--- config.mk ---
export PLATFORM = sky130hd
export DESIGN_NAME = conv_tail_framer
export DESIGN_NICKNAME = d
export VERILOG_FILES = /design/src/rtl/conv_tail_framer.sv
export SDC_FILE = /design/constraint.sdc
export NUM_CORES = 1
export LEC_CHECK = 0
export BUFFER_PORTS_ARGS = -buffer_cell sky130_fd_sc_hd__clkbuf_2
export CAP_MARGIN = 30
export CORE_MARGIN = 2
export CORE_UTILIZATION = 58
export DETAILED_ROUTE_END_ITERATION = 8
export GPL_ROUTABILITY_DRIVEN = 0
export PLACE_DENSITY = 0.92
export SYNTH_ARGS = -nofsm -noshare
export SYNTH_HDL_FRONTEND = slang
export SYNTH_SLANG_ARGS = --single-unit
export TNS_END_PERCENT = 5
--- constraint.sdc ---
create_clock -name clk -period 6.3 [get_ports clk]
set_input_delay 0.315 -clock clk [delete_from_list [all_inputs] [get_ports clk]]
set_output_delay 0.315 -clock clk [all_outputs]
set_load 0.01 [all_outputs]
--- src/rtl/conv_tail_framer.sv ---
// Input framer for the tail-biting convolutional encoder: forwards block bytes to the data FIFO,
// then writes a metadata byte (last six bits + size flag) and tracks blocks pending in the encoder.
module conv_tail_framer #(
   parameter int unsigned SMALL_BYTES = 132,
   parameter int unsigned LARGE_BYTES = 768,
   parameter int unsigned MAX_PENDING = 4
) (
   input  logic       clk,
   input  logic       reset,
   input  logic [7:0] in_data,
   input  logic       in_valid,
   input  logic       in_start,
   input  logic       in_size,
   output logic       in_ready,
   input  logic       data_full,
   output logic       data_wrreq,
   output logic [7:0] data_out,
   input  logic       meta_full,
   output logic       meta_wrreq,
   output logic [7:0] meta_out,
   input  logic       blk_meta_rdreq,
   output logic       blk_ready,
   output logic       framing_err
);

   localparam int unsigned CW = $clog2(LARGE_BYTES + 1);
   localparam int unsigned PW = $clog2(MAX_PENDING + 1);

   typedef enum logic [1:0] {StIdle, StStream, StMeta} state_e;

   state_e        state_q, state_d;
   logic [CW-1:0] count_q, count_d, count_inc, last_cnt;
   logic          size_q, size_d;
   logic [5:0]    tail_q, tail_d;
   logic          data_wrreq_q, data_wrreq_d;
   logic [7:0]    data_out_q, data_out_d;
   logic          meta_wrreq_q, meta_wrreq_d;
   logic [7:0]    meta_out_q, meta_out_d;
   logic          framing_err_q, framing_err_d;
   logic [PW-1:0] pending_q, pending_d;
   logic [PW:0]   pending_eff;
   logic          accept, pend_inc, pend_dec;

   // A meta write in flight is already committed, so the gate counts it before pending catches up.
   assign pending_eff = {1'b0, pending_q} + {{PW{1'b0}}, meta_wrreq_q};
   assign count_inc   = count_q + CW'(1);
   assign last_cnt    = size_q ? CW'(LARGE_BYTES) : CW'(SMALL_BYTES);
   assign accept      = in_valid && in_ready;

   always_comb begin
      in_ready = 1'b0;
      case (state_q)
         StIdle:   in_ready = !data_full && (pending_eff < (PW+1)'(MAX_PENDING));
         StStream: in_ready = !data_full;
         default:  in_ready = 1'b0;
      endcase
      if (reset) in_ready = 1'b0;
   end

   always_comb begin
      state_d       = state_q;
      count_d       = count_q;
      size_d        = size_q;
      tail_d        = tail_q;
      data_wrreq_d  = 1'b0;
      data_out_d    = data_out_q;
      meta_wrreq_d  = 1'b0;
      meta_out_d    = meta_out_q;
      framing_err_d = 1'b0;
      case (state_q)
         StIdle: begin
            if (accept) begin
               if (in_start) begin
                  size_d       = in_size;
                  count_d      = CW'(1);
                  data_wrreq_d = 1'b1;
                  data_out_d   = in_data;
                  state_d      = StStream;
               end else begin
                  framing_err_d = 1'b1;
               end
            end
         end
         StStream: begin
            if (accept) begin
               data_wrreq_d  = 1'b1;
               data_out_d    = in_data;
               count_d       = count_inc;
               framing_err_d = in_start;
               if (count_inc == last_cnt) begin
                  tail_d  = in_data[7:2];
                  state_d = StMeta;
               end
            end
         end
         StMeta: begin
            if (!meta_full) begin
               meta_wrreq_d = 1'b1;
               meta_out_d   = {tail_q, 1'b0, size_q};
               state_d      = StIdle;
            end
         end
         default: state_d = StIdle;
      endcase
   end

   assign pend_inc = meta_wrreq_q;
   assign pend_dec = blk_meta_rdreq && (pending_q != '0);

   always_comb begin
      pending_d = pending_q;
      if (pend_inc && !pend_dec) begin
         pending_d = pending_q + PW'(1);
      end else if (pend_dec && !pend_inc) begin
         pending_d = pending_q - PW'(1);
      end
   end

   always_ff @(posedge clk) begin
      if (reset) begin
         state_q       <= StIdle;
         count_q       <= '0;
         size_q        <= 1'b0;
         tail_q        <= '0;
         data_wrreq_q  <= 1'b0;
         data_out_q    <= '0;
         meta_wrreq_q  <= 1'b0;
         meta_out_q    <= '0;
         framing_err_q <= 1'b0;
         pending_q     <= '0;
      end else begin
         state_q       <= state_d;
         count_q       <= count_d;
         size_q        <= size_d;
         tail_q        <= tail_d;
         data_wrreq_q  <= data_wrreq_d;
         data_out_q    <= data_out_d;
         meta_wrreq_q  <= meta_wrreq_d;
         meta_out_q    <= meta_out_d;
         framing_err_q <= framing_err_d;
         pending_q     <= pending_d;
      end
   end

   assign data_wrreq  = data_wrreq_q;
   assign data_out    = data_out_q;
   assign meta_wrreq  = meta_wrreq_q;
   assign meta_out    = meta_out_q;
   assign framing_err = framing_err_q;
   assign blk_ready   = (pending_q != '0);

endmodule

* Yosys cells after proc, flatten, opt, wreduce, memory -nomap -nowiden
Cells that the tools add are included.
** Cells by class
- Bitwise logic cells :: 2
- Multiplexer cells :: 28
- Magnitude comparators :: 1
- Reduce and logical (&&, ||, !) cells :: 18
- Add/subtract/negate cells :: 4
- Equality and inequality tests :: 8
** Operator list (count)
- 2-to-1 mux 10 bit :: 4
- 2-to-1 mux 8 bit :: 3
- case mux 10 bit (2 select lines) :: 1
- case mux 8 bit (2 select lines) :: 1
- adder 10 x 1 -> 10 bit (second input constant) :: 1
- equality test 10 bit :: 1
- 2-to-1 mux 2 bit :: 5
- inequality test 2 bit (second input constant) :: 5
- 2-to-1 mux 1 bit :: 8
- 2-to-1 mux 3 bit :: 2
- case mux 1 bit (2 select lines) :: 3
- case mux 2 bit (3 select lines) :: 1
- AND reduction 3 bit :: 2
- logical AND 1 bit :: 5
- AND reduction 5 bit :: 1
- adder 3 x 1 -> 4 bit :: 1
- < comparator 4 x 3 -> 1 bit (second input constant) :: 1
- AND reduction 4 bit :: 1
- nonzero test 2 bit :: 2
- adder 3 x 1 -> 3 bit (second input constant) :: 1
- zero test 1 bit :: 3
- nonzero test 3 bit :: 1
- subtractor 3 x 1 -> 3 bit (second input constant) :: 1
- equality test 2 x 1 -> 1 bit (second input constant) :: 1
- other kinds (5) :: 6
** Storage, ports and cells
- Bits in registers :: 40
- Output and inout bits :: 21
- Input port bits :: 16
- Word-level logic and storage cells :: 71

* Longest topological paths before layout
Gate-level depths: netlist (run 1).
- Word-level depth :: 8
- Gate-level depth with buffers :: 8

* Worst setup path after synthesis (run 1)
Ideal clock, no wire load.
- Kind :: reg-to-reg
- From :: register count_q[0]
- To :: register tail_q[0]
- Stages on the path, launching flop included :: 7
- Data required time :: 6228 ps
- Library setup time :: 72 ps
- Clock period less this slack :: 2199 ps
- Buffers on the path :: 0
- Slack :: 4101 ps
- Arrival :: 2128 ps
- Cell sequence :: dfxtp_1 > ha_1 > nand2_1 > or4_1 > a22o_1 > a211oi_4 > mux2i_1
** Between the ends
- Word-level cells in the longest chain between the ends :: 3
** RTL lines
- start, declared :: line 32 : logic [CW-1:0] count_q, count_d, count_inc, last_cnt;
- start signal, assigned :: line 133 : count_q <= count_d;
- adder 10 x 1 -> 10 bit :: line 46 : assign count_inc = count_q + CW'(1);
- equality test 10 bit :: line 90 : if (count_inc == last_cnt) begin
- AND reduction 3 bit (no source line)
- end signal, assigned :: line 135 : tail_q <= tail_d;
- end, declared :: line 34 : logic [5:0] tail_q, tail_d;
No other way between the ends.
A chain may end at the register's enable or synchronous reset.

* Worst setup path after layout (run 1)
- From :: register count_q[0]
- To :: register tail_q[2]
The elaborated chain is that of the path after synthesis.

==> flow_metrics.env, run 1 <==
export IMPL_synth_compound_area_share_pct=16.1
export IMPL_fp_dieH_um=60.8
export IMPL_post_cts_buffers=0
export IMPL_nets=260
export IMPL_insertion_delay_ns=0.34
export IMPL_wl_per_cell_um=13.4
export IMPL_dieArea_um2=3700
export IMPL_place_area_um2=2030
export IMPL_async_reset_ff_share_pct=0
export IMPL_report_final_hold_viol_count=0
export IMPL_critPathKind="flip-flop to flip-flop"
export IMPL_diodes=0
export IMPL_synth_mux_area_share_pct=8.01
export IMPL_cp_max_fo=7
export IMPL_finalCriticalPeriod_ns=2.54
export IMPL_netlist_area_um2=1870
export IMPL_h_tree_depth=2
export IMPL_synth_seq_cells=40
export IMPL_area_growth_pct=11.2
export IMPL_holdPathEnd="data_out[0]$_SDFFE_PP0P_"
export IMPL_worstPathRequired_ns=6.57
export IMPL_maxCapViolCount=0
export IMPL_cts_tree="built"
export IMPL_crit_slowest_cell="or4_1"
export IMPL_synthFlopType="dfxtp_1"
export IMPL_tns_ns=0
export IMPL_seq_area_frac_synth_pct=42.7
export IMPL_syn_inst=215
export IMPL_synth_top_family_by_area="simple AND/OR/NAND/NOR gates"
export IMPL_worstSetupStartpointType="flip-flop"
export IMPL_post_cts_resized=0
export IMPL_synthAdderAreaFrac_pct=2.40
export IMPL_cts_num_sinks=40
export IMPL_synth_xor_area_share_pct=2.80
export IMPL_syn_nets=234
export IMPL_rsz0062_at_grt="false"
export IMPL_io_buffers=35
export IMPL_overflow=0
export IMPL_detail_route_antenna_nets=0
export IMPL_drt_iter0_markers=99
export IMPL_status="finished clean"
export IMPL_synth_edf_count=0
export IMPL_r2r_start="count_q[0]$_SDFFE_PP0P_"
export IMPL_vias=1644
export IMPL_fin_worst_skew_ns=0.00766
export IMPL_dp_hpwl_um=2690
export IMPL_total_power_mw=0.400
export IMPL_slew_headroom_pct=49.1
export IMPL_instances_no_fill=285
export IMPL_ir_worst_vdd_mv=0.163
export IMPL_cts_root_buffer="clkbuf_4"
export IMPL_place_inst=278
export IMPL_worst_pin_slew_ns=0.764
export IMPL_numCtsBuffers=5
export IMPL_io_pin_count=37
export IMPL_end_kind="flip-flop"
export IMPL_viasPerCell=5.77
export IMPL_antenna_found_initial=0
export IMPL_multi_input_area_um2=985
export IMPL_ctsHoldBuffers=0
export IMPL_postLayoutCellArea_um2=2080
export IMPL_drc=0
export IMPL_hold_depth=3
export IMPL_rows=20
export IMPL_die_x_um=60.8
export IMPL_clk_pin_slew_ns=0.11
export IMPL_cp_startpoint="count_q[0]$_SDFFE_PP0P_"
export IMPL_firstDrtPassIters=4
export IMPL_layout_drive_gt1_share_pct=19.9
export IMPL_p_per_area_nw_per_um2=192
export IMPL_track_usage_pct=24.4
export IMPL_fin_crit_sh_pct=40.3
export IMPL_grt_pass1_vias=1562
export IMPL_grt_pass1_wl_um=6710
export IMPL_min_from="in_data[0]"
export IMPL_wirelength_um=3830
export IMPL_cp_arrival_ns=2.81
export IMPL_start_util_pct=61.4
export IMPL_synth_warnings=0
export IMPL_synth_cell_types=45
export IMPL_r2r_end="tail_q[2]$_SDFFE_PP0P_"
export IMPL_hold_path_class="primary input to flip-flop"
export IMPL_synth_simple_area_share_pct=23.0
export IMPL_reg2reg_slack_ns=3.76
export IMPL_p_leak_nw=0.776
export IMPL_grt_start_max_net_pins=46
export IMPL_reg2regPathDepth=6
export IMPL_slew_violations=0
export IMPL_critical_path_max_stage_delay_ns=0.53
export IMPL_seq_area_um2=801
export IMPL_fillers=252
export IMPL_cp_cell_sequence="ha_1 -> nand2_1 -> or4_1 -> a22o_1 -> a211oi_4 -> mux2i_1"
export IMPL_core_um2=3050
export IMPL_setup_viol=0
export IMPL_fmax_ghz=0.394
export IMPL_avgSynthCellArea_um2=8.72
export IMPL_clockBufferDepth=2
registers in the layout, indices dropped and copies added, names as in the netlist, 2 cells and up:
register,cells
count_q,10
data_out,8
meta_out,7
pending_q,3
state_q,2
tail_q,6
stage by stage:
| step | utilization [%] | hold WS, ns | setup slack (ns) |
|---|---|---|---|
| after detailed placement | 66.6 | 0.455 | 3.67 |
| after floorplan | - | 0.449 | 4.10 |
| final | 68.3 | 0.192 | 3.76 |
| after CTS | 68.3 | 0.187 | 3.76 |
| after global placement | 66.6 | 0.450 | 3.76 |
| after global routing | 68.3 | 0.169 | 3.61 |
logic make-up (layout without fill, tap and decap cells):
family / count (synthesis) / count (layout)
mux: 15 / 15
xor+xnor: 6 / 6
compound gates: 46 / 46
flops: 40 / 40
fa+ha+maj: 3 / 3
simple gates: 84 / 84
buf+inv: 20 / 46
other cells: 1 / 1
layout make-up:
cell class,instances,share of cell area [%]
clock inverters,2,0.600
well taps,44,2.64
inverters,3,0.540
flip-flops and latches,40,38.4
multi-input cells,155,47.2
repair buffers,36,8.76
clock buffers,5,1.80
worst max-delay path by stage:
stage,to
after floorplan,tail_q[0]$_SDFFE_PP0P_
after detailed placement,count_q[0]$_SDFFE_PP0P_
after global placement,count_q[0]$_SDFFE_PP0P_
after CTS,tail_q[2]$_SDFFE_PP0P_
after global routing,tail_q[4]$_SDFFE_PP0P_
final,tail_q[2]$_SDFFE_PP0P_
cells in the mapped netlist (2+ instances only):
master	number	area, um2
clkbuf_1	9	33.8
mux2i_1	15	150
a31oi_1	3	18.8
nor3_1	4	20.0
a311oi_1	4	35.0
buf_2	4	20.0
inv_1	3	11.3
and3_1	2	12.5
a21oi_1	15	75.1
o211ai_1	2	15.0
nand3_1	4	20.0
o2111ai_1	2	17.5
nand3b_1	2	15.0
xnor2_1	2	17.5
nor2_1	22	82.6
or4_1	2	15.0
nand2b_1	12	75.1
o21a_1	2	15.0
nor3b_1	2	15.0
nand2_1	23	86.3
dfxtp_1	40	801
or3_1	3	18.8
o21ai_0	11	55.1
xor2_1	4	35.0
buf_4	2	15.0
ha_1	2	25.0
layer usage:
| metal | routed length [um] | up-vias | track usage, % | share of wire (%) |
|---|---|---|---|---|
| met1 | 1620 | 766 | 29.8 | 42 |
| li1 | - | 797 | - | - |
| met2 | 1820 | 72 | 40.2 | 47 |
| met5 | 0 | - | 0 | 0 |
| met4 | 84 | 0 | 11.8 | 2.2 |
| met3 | 304 | 9 | 5.97 | 7.9 |
critical path: cells and delay by family, from the launching register on:
| family | cells | cell delay, ns |
|---|---|---|
| AO/OA/AOI/OAI | 2 | 0.74 |
| AND/OR/NAND/NOR | 2 | 0.70 |
| flip-flops | 1 | 0.46 |
| adder cells (fa/ha/maj) | 1 | 0.33 |
| multiplexers | 1 | 0.24 |
where the power goes:
part	leakage (nW)	total (mW)	switching (mW)	internal, mW
Combinational	0.426	0.0211	0.0123	0.00876
Sequential	0.323	0.257	0.00203	0.255
Clock	0.0271	0.122	0.0816	0.0407
Total	0.776	0.400	0.0960	0.304
cells in the final DEF (no fill, tap or decap), types with 2 or more instances in the layout:
cell type,instances
dfxtp_1,40
clkbuf_2,35
nand2_1,23
nor2_1,22
mux2i_1,15
a21oi_1,15
nand2b_1,12
o21ai_0,11
clkbuf_4,5
nor3_1,4
a311oi_1,4
nand3_1,4
xor2_1,4
or3_1,3
a31oi_1,3
inv_1,3
o21a_1,2
nor3b_1,2
o211ai_1,2
and3_1,2
nand3b_1,2
xnor2_1,2
or4_1,2
o2111ai_1,2
ha_1,2
(Power assumes the default switching activity.)
==> inputs of run 2 (changes only) <==
--- a/config.mk
+++ b/config.mk
@@ -8,10 +8,10 @@
 export BUFFER_PORTS_ARGS = -buffer_cell sky130_fd_sc_hd__clkbuf_2
 export CAP_MARGIN = 30
 export CORE_MARGIN = 2
-export CORE_UTILIZATION = 58
+export CORE_UTILIZATION = 54
 export DETAILED_ROUTE_END_ITERATION = 8
 export GPL_ROUTABILITY_DRIVEN = 0
-export PLACE_DENSITY = 0.92
+export PLACE_DENSITY = 0.87
 export SYNTH_ARGS = -nofsm -noshare
 export SYNTH_HDL_FRONTEND = slang
 export SYNTH_SLANG_ARGS = --single-unit
==> constraint.sdc (replaced) <==
create_clock -name clk -period 2.51 [get_ports clk]
set_input_delay 0.1255 -clock clk [delete_from_list [all_inputs] [get_ports clk]]
set_output_delay 0.1255 -clock clk [all_outputs]
set_load 0.01 [all_outputs]
==> flow_metrics.env, run 2 (synthesis results as in run 1) <==
export IMPL_status="finished clean"
export IMPL_die_x_um=62.9
export IMPL_wl_met3_um=303
export IMPL_maxCapViolCount=0
export IMPL_tns_ns=0
export IMPL_hold_path_class="primary input to flip-flop"
export IMPL_layout_common_cells="dfxtp_1, clkbuf_2, nand2_1"
export IMPL_firstDrtPassIters=7
export IMPL_place_ws_ns=0.212
export IMPL_holdPathEnd="data_out[4]$_SDFFE_PP0P_"
export IMPL_ir_worst_vdd_mv=0.407
export IMPL_numCtsBuffers=5
export IMPL_cts_root_buffer="clkbuf_4"
export IMPL_worstPathRequired_ns=2.79
export IMPL_fin_worst_skew_ns=0.00731
export IMPL_instances_no_fill=292
export IMPL_cts_num_sinks=40
export IMPL_reg2reg_slack_ns=0.18
export IMPL_start_util_pct=56.2
export IMPL_r2r_end="tail_q[0]$_SDFFE_PP0P_"
export IMPL_report_final_hold_viol_count=0
export IMPL_slew_headroom_pct=66.3
export IMPL_place_inst=283
export IMPL_r2r_start="count_q[0]$_SDFFE_PP0P_"
export IMPL_rows=21
export IMPL_track_usage_pct=20.3
export IMPL_worstSetupStartpointType="flip-flop"
export IMPL_slew_violations=0
export IMPL_routed_top_layer="met4"
export IMPL_clockBufferDepth=2
export IMPL_insertion_delay_ns=0.35
export IMPL_io_buffers=35
export IMPL_reg2regPathDepth=6
export IMPL_nets=265
export IMPL_detail_route_antenna_nets=0
export IMPL_grt_pass1_vias=1481
export IMPL_diodes=0
export IMPL_holdWs_ns=0.00471
export IMPL_cp_max_fo=7
export IMPL_p_per_area_nw_per_um2=474
export IMPL_clk_pin_slew_ns=0.11
export IMPL_p_leak_nw=0.801
export IMPL_min_from="in_data[4]"
export IMPL_wirelength_um=3840
export IMPL_viasPerCell=5.48
export IMPL_layout_drive_gt1_share_pct=20.3
export IMPL_core_um2=3340
export IMPL_grt_start_max_net_pins=45
export IMPL_vias=1601
export IMPL_end_kind="flip-flop"
export IMPL_worst_pin_slew_ns=0.505
export IMPL_cts_tree="built"
export IMPL_wl_per_cell_um=13.2
export IMPL_met2_length_um=1840
export IMPL_setup_viol=0
export IMPL_critPathKind="flip-flop to flip-flop"
export IMPL_setup_ws_ns=0.184
export IMPL_largest_reg_flops=10
export IMPL_hold_depth=3
export IMPL_antenna_found_initial=0
export IMPL_dp_hpwl_um=2640
export IMPL_dieArea_um2=3960
export IMPL_fp_dieH_um=62.9
export IMPL_overflow=0
export IMPL_fmax_ghz=0.430
export IMPL_fin_crit_sh_pct=92.7
export IMPL_cp_arrival_ns=2.61
export IMPL_drt_iter0_markers=95
export IMPL_io_pin_count=37
export IMPL_h_tree_depth=2
export IMPL_met1_length_um=1660
export IMPL_rsz0062_at_grt="false"
export IMPL_finalCriticalPeriod_ns=2.33
export IMPL_drc=0
export IMPL_regMostFlops="count_q"
export IMPL_grt_pass1_wl_um=6390
export IMPL_final_common_cell="dfxtp_1"
export IMPL_area_growth_pct=13.4
## run 2: cell count changes in the layout (fill, tap and decap cells not counted)
cell           delta
buf_4             +3
clkinvlp_4        -1
clkbuf_1          +1
dlygate4sd3_1     +2
## run 2: layer usage
| metal | track usage, % | up-vias |
|---|---|---|
| met5 | 0 | - |
| met3 | 6.49 | 6 |
| li1 | - | 805 |
| met1 | 24.8 | 726 |
| met2 | 34.0 | 64 |
| met4 | 5.56 | 0 |
## run 2: worst max path at each step
stage                             end  slack, ns                     from  cells after the start
3_3_place_gp   tail_q[3]$_SDFFE_PP0P_       0.29  count_q[0]$_SDFFE_PP0P_                      6
3_5_place_dp   tail_q[5]$_SDFFE_PP0P_       0.21  count_q[0]$_SDFFE_PP0P_                      6
6_report       tail_q[0]$_SDFFE_PP0P_       0.18  count_q[0]$_SDFFE_PP0P_                      6
5_1_grt        tail_q[1]$_SDFFE_PP0P_       0.02  count_q[0]$_SDFFE_PP0P_                      6
4_1_cts        tail_q[2]$_SDFFE_PP0P_       0.18  count_q[0]$_SDFFE_PP0P_                      6
2_1_floorplan  tail_q[0]$_SDFFE_PP0P_       0.31  count_q[0]$_SDFFE_PP0P_                      6
## run 2: layout make-up
class,count,area [um2]
tap,46,57.6
timing repair buffer,41,225
clock inverter,1,5.00
inverter,3,11.3
clock buffer,6,41.3
multi-input combinational,155,985
fill,308,1210
sequential,40,801
## run 2: stage by stage
| stage | utilization [%] | cell area, um2 | power [mW] |
|---|---|---|---|
| after floorplan | - | 1870 | 0.690 |
| after global placement | 61.7 | 2060 | 0.714 |
| after detailed placement | 61.7 | 2060 | 0.715 |
| after CTS | 63.7 | 2130 | 1.01 |
| after global routing | 63.7 | 2130 | 1.05 |
| final | 63.7 | 2130 | 1.01 |
## run 2: repair_timing
item / in CTS / in global routing
gates resized for setup: 0 / 0
setup buffers: 0 / 0
hold buffers: 2 / 0
hold endpoints to repair: 2 / 0
## run 2: report_power, final
group | internal [mW] | total [mW] | switching [mW]
clock | 0.103 | 0.306 | 0.203
combinational | 0.0259 | 0.0585 | 0.0325
sequential | 0.640 | 0.644 | 0.00452
total | 0.769 | 1.01 | 0.240
## run 2: critical path, stage by stage (launching register included)
cell and delay, ns:
dfxtp_1 0.44, ha_1 0.20, nand2_1 0.11, or4_1 0.54, a22o_1 0.26, a211oi_4 0.48, mux2i_1 0.23
